`config.mk`:
```
export PLATFORM = sky130hd
export DESIGN_NAME = uart_rx
export DESIGN_NICKNAME = d
export VERILOG_FILES = /design/src/rtl/uart_rx.sv
export SDC_FILE = /design/constraint.sdc
export NUM_CORES = 1
export LEC_CHECK = 0
export BUFFER_PORTS_ARGS = -buffer_cell sky130_fd_sc_hd__buf_2
export CORE_MARGIN = 3
export CORE_UTILIZATION = 26
export DETAILED_ROUTE_END_ITERATION = 12
export PLACE_DENSITY = 0.43
export SYNTH_ARGS = -nofsm -noshare
export SYNTH_HDL_FRONTEND = slang
export SYNTH_SLANG_ARGS = --single-unit
export TNS_END_PERCENT = 1
```
`constraint.sdc`:
```
create_clock -name i_Clock -period 4.25 [get_ports i_Clock]
set_input_delay 0.6375 -clock i_Clock [delete_from_list [all_inputs] [get_ports i_Clock]]
set_output_delay 0.6375 -clock i_Clock [all_outputs]
set_load 0.01 [all_outputs]
```
`src/rtl/uart_rx.sv`:
```
// rtl/uart_rx.sv - UART receiver, 8N1, mid-bit sampling, one-clock byte and frame-error strobes
//
// Purpose:
//   Receives 1 start bit, 8 data bits LSB-first, 1 stop bit, no parity from an
//   asynchronous serial line. The line is passed through a 2-flop synchronizer,
//   the start edge is qualified at its mid-point, and every following bit is
//   sampled one bit period later, which lands near its centre.
//
// Ports:
//   i_Clock         in   1  system clock, rising edge
//   i_Reset         in   1  asynchronous active-high reset
//   i_Rx_Serial     in   1  asynchronous serial line, idle high
//   o_Rx_DV         out  1  one-clock strobe, o_Rx_Byte holds a new byte
//   o_Rx_Byte       out  8  last correctly framed byte, held until the next one
//   o_Rx_Active     out  1  high while a frame is in progress (START..STOP)
//   o_Rx_Frame_Err  out  1  one-clock strobe, stop bit sampled low

`timescale 1ns/1ps

module uart_rx #(
  parameter int CLKS_PER_BIT = 87
) (
  input  logic       i_Clock,
  input  logic       i_Reset,
  input  logic       i_Rx_Serial,
  output logic       o_Rx_DV,
  output logic [7:0] o_Rx_Byte,
  output logic       o_Rx_Active,
  output logic       o_Rx_Frame_Err
);

  localparam int HALF_BIT = (CLKS_PER_BIT - 1) / 2;
  localparam int CW       = $clog2(CLKS_PER_BIT);

  localparam logic [CW-1:0] CNT_LAST = CW'(CLKS_PER_BIT - 1);
  localparam logic [CW-1:0] CNT_HALF = CW'(HALF_BIT);
  localparam logic [CW-1:0] CNT_ONE  = CW'(1);

  typedef enum logic [2:0] {
    IDLE,
    START,
    DATA,
    STOP,
    CLEANUP
  } state_t;

  state_t        state;
  state_t        state_next;
  logic [CW-1:0] cnt;
  logic [CW-1:0] cnt_next;
  logic [2:0]    bit_idx;
  logic [2:0]    bit_idx_next;
  logic [7:0]    shift;
  logic [7:0]    shift_next;
  logic [7:0]    byte_next;
  logic          dv_next;
  logic          err_next;

  logic          rx_meta;
  logic          rx_s;

  // Synchronizer resets to the idle (high) level so a reset never looks
  // like a start edge.
  always_ff @(posedge i_Clock or posedge i_Reset) begin
    if (i_Reset) begin
      rx_meta <= 1'b1;
      rx_s    <= 1'b1;
    end else begin
      rx_meta <= i_Rx_Serial;
      rx_s    <= rx_meta;
    end
  end

  always_ff @(posedge i_Clock or posedge i_Reset) begin
    if (i_Reset) begin
      state          <= IDLE;
      cnt            <= '0;
      bit_idx        <= 3'd0;
      shift          <= 8'h00;
      o_Rx_Byte      <= 8'h00;
      o_Rx_DV        <= 1'b0;
      o_Rx_Frame_Err <= 1'b0;
    end else begin
      state          <= state_next;
      cnt            <= cnt_next;
      bit_idx        <= bit_idx_next;
      shift          <= shift_next;
      o_Rx_Byte      <= byte_next;
      o_Rx_DV        <= dv_next;
      o_Rx_Frame_Err <= err_next;
    end
  end

  always_comb begin
    state_next   = state;
    cnt_next     = cnt;
    bit_idx_next = bit_idx;
    shift_next   = shift;
    byte_next    = o_Rx_Byte;
    dv_next      = 1'b0;
    err_next     = 1'b0;

    case (state)
      IDLE: begin
        cnt_next     = '0;
        bit_idx_next = 3'd0;
        if (!rx_s) begin
          state_next = START;
        end
      end

      // Re-check the line half a bit after the edge; a line that is high
      // again was only a glitch.
      START: begin
        if (cnt == CNT_HALF) begin
          cnt_next     = '0;
          bit_idx_next = 3'd0;
          state_next   = rx_s ? IDLE : DATA;
        end else begin
          cnt_next = cnt + CNT_ONE;
        end
      end

      // Sampling a full bit period after the mid-start point keeps every
      // sample near the centre of its bit.
      DATA: begin
        if (cnt == CNT_LAST) begin
          cnt_next            = '0;
          shift_next[bit_idx] = rx_s;
          if (bit_idx == 3'd7) begin
            state_next = STOP;
          end else begin
            bit_idx_next = bit_idx + 3'd1;
          end
        end else begin
          cnt_next = cnt + CNT_ONE;
        end
      end

      // The stop bit is judged mid-bit, leaving half a bit of margin so the
      // next start edge can follow immediately.
      STOP: begin
        if (cnt == CNT_LAST) begin
          cnt_next   = '0;
          state_next = CLEANUP;
          if (rx_s) begin
            byte_next = shift;
            dv_next   = 1'b1;
          end else begin
            err_next = 1'b1;
          end
        end else begin
          cnt_next = cnt + CNT_ONE;
        end
      end

      CLEANUP: begin
        cnt_next   = '0;
        state_next = IDLE;
      end

      default: begin
        cnt_next   = '0;
        state_next = IDLE;
      end
    endcase
  end

  assign o_Rx_Active = (state == START) || (state == DATA) || (state == STOP);

endmodule

```
==> qor.txt <==
Arrival @ worst endpoint = 2.23 ns
Part of the power in registers = 50.0%
ANT cells = 0
DR iter-0 viols = 72
Worst hold stages = 0
Yosys reg bits = 33
Slew @ Worst Pin = 0.569 ns
Post-synth EDFFs = 0
Total nets after synthesis = 142
Row count = 27
Die Height = 84.6 um
Total wire length = 3.22 mm
Clk pwr share = 45.2%
P_int = 523 uW
Tmin final = 2.07 ns
Cell Pwr Density = 356 nW/um^2
Crit path max fanout = 9
Postcts setup bufs = 0
Critical path launch point type = register
Slew HR = 61.8%
Largest area contributor in the netlist = dfrtp_1
R2r setup slk = 2.18 ns
Synthesized area = 1610 um^2
Placed insts = 215
Min-Delay Endpoint = rx_s
R2R cell count = 5
CTS Buf Count = 5
Final nets = 157
Syn Area/Cell = 11.9 um^2
Port buffer count = 13
H-Tree Depth = 2
CP endpoint kind = register
Sequential area share after synthesis = 51.6%
Post-route ant nets = 0
Clk_skew = 0.00632 ns
GPL Wtd Cong = 0.817
Cells after Synth = 135
Comb pwr share = 4.8%
Final setup fails = 0
Layout cell share with drive strength beyond 1 = 33.8%
Initial antenna violation count = 0
Die ar. = 7150 um^2
I/O Pins = 14
Share of the synthesized area in the top cell type = 48.3%
Worst vdd ir = 158 uV
WL per Instance = 14.4 um
Async S/R FF share, synth = 100%
Clk sink count = 33
TNS Setup = 0 ns
Outcome = complete, no violations
RSZ-0062 raised after global routing = false
Main flop type after synthesis = dfrtp_1
Sw frac = 20.9%
Core footprint = 5740 um^2
Tot GR Track Use = 9.40%
Maxcap violations = 0
Starting Density = 28.0%
Total number of vias = 1114
CTS tree = built
Largest net degree at the start of global routing = 34
Final period util = 48.6%
Ys Warns = 0
NetSw = 138 uW
Post-CTS resize count = 0
Synth cell types = 41
Vias per inst = 5.00
Clk_lat worst skew = 0.28 ns
Clock root cell = clkbuf_8
Crit path kind = reg2reg
Clock Pin Slew Worst Setup and Hold Paths = 0.06 ns
Static leakage = 0.867 nW
DRC errors left = 0
Achievable clock frequency = 0.484 GHz
Worst path required time = 4.41 ns
Ranking of synthesized cells by area = dfrtp_1 (48%), mux2_2 (11%), nand4_1 (3.5%)
Worst Min Path Start = rx_meta
Hpwl dp = 2.28 mm
Fin cells = 223
RR Endpoint = o_Rx_Byte[3]
Synth top cells by count = dfrtp_1 (31), mux2_2 (16), nand4_1 (9)
Worst R2R Start = cnt[0]
CTS max path bufs = 2
Cts hold-fix bufs = 0
Layout area overhead = 15.8%
Top-count cell post-synth = dfrtp_1
Vias in the first global route = 1129
Tightest Hold Check Type = reg2reg
Die W = 84.6 um
Fin. Hold Viols = 0
Global-route wire length before repair = 5.38 mm
TritonRoute pass-1 iters = 4
Fin. max-slew vios = 0
Grt ovf = 0
-- critical path, cell delays in order (launching register included) --
cell and delay (ns):
dfrtp_1 0.41, inv_1 0.07, ha_1 0.15, nand4bb_1 0.38
nor3_4 0.56, mux2_2 0.39
-- logic make-up after synthesis --
family / Yosys count / share of synthesized area (%)
AOI/OAI and AO/OA: 22 / 9.98
xor gates and xnor gates: 3 / 1.64
adders and majority gates: 4 / 3.12
buffers and inverters: 10 / 2.73
DFF: 33 / 51.6
muxes: 16 / 11.2
and+or+nand+nor: 47 / 19.7
-- through the flow --
step                total power [mW]  util (%)  hold slack, ns  area [um^2]  setup slack, ns
finish                         0.661      32.4           0.356         1860             2.18
global route                   0.691      32.4           0.361         1860             2.03
detailed placement             0.369      30.3           0.348         1740             2.17
CTS                            0.674      32.4           0.358         1860             2.15
global placement               0.368      30.3           0.346         1740             2.23
floorplan                      0.359         -           0.345         1610             2.57
-- cells in the final DEF, fill, tap and decap left out, types with 2 or more instances in the layout --
cell type,Yosys,routed
ha_1,4,4
dfstp_2,2,2
a31o_2,3,3
buf_4,0,2
xor2_1,2,2
clkbuf_8,0,6
nand3_1,4,4
nor2_1,4,4
or3_1,3,3
nor2b_1,5,5
a22oi_1,2,2
nand2b_1,3,3
o31ai_1,2,2
nand4_1,9,9
nand2_1,4,4
and2_1,2,2
o21ai_0,2,2
a21oi_1,5,5
mux2_2,16,16
buf_2,5,13
dfrtp_1,31,31
inv_1,3,3
o41ai_1,3,3
-- registers in the layout, summed over array words and instances, names as in the netlist --
name	count
o_Rx_Byte	8
rx_s	1
shift	8
cnt	7
state	3
bit_idx	3
o_Rx_DV	1
o_Rx_Frame_Err	1
rx_meta	1
-- worst max-delay path by stage --
stage	from	to	slack, ns
floorplan	bit_idx[0]	bit_idx[0]	2.57
global placement	cnt[0]	o_Rx_Byte[6]	2.23
detailed placement	cnt[0]	o_Rx_Byte[3]	2.17
CTS	cnt[0]	o_Rx_Byte[3]	2.15
global route	cnt[0]	o_Rx_Byte[2]	2.03
finish	cnt[0]	o_Rx_Byte[3]	2.18
-- metal layers --
layer,GRT usage [%],vias up,share of wire (%)
met5,0,-,0
met4,4.17,0,2.0
met3,2.36,5,2.8
met2,15.7,21,49
met1,11.4,552,46
li1,-,536,-
-- power by group through the flow --
stage                     registers (mW)  clock network (mW)  logic (mW)
final                              0.330               0.299      0.0320
after CTS                          0.330               0.310      0.0331
after floorplan                    0.330                   0      0.0290
after global routing               0.332               0.324      0.0361
after detailed placement           0.336                   0      0.0329
after global placement             0.336                   0      0.0319
-- final cells by class --
cell class,count,area [um^2]
Timing Repair Buffer,15,80.1
Fill cell,587,3880
Sequential cell,33,828
Clock buffer,7,86.3
Tap cell,72,90.1
Multi-Input combinational cell,92,733
Clock inverter,1,30.0
Inverter,3,11.3
Power figures use the tool's default switching activity.
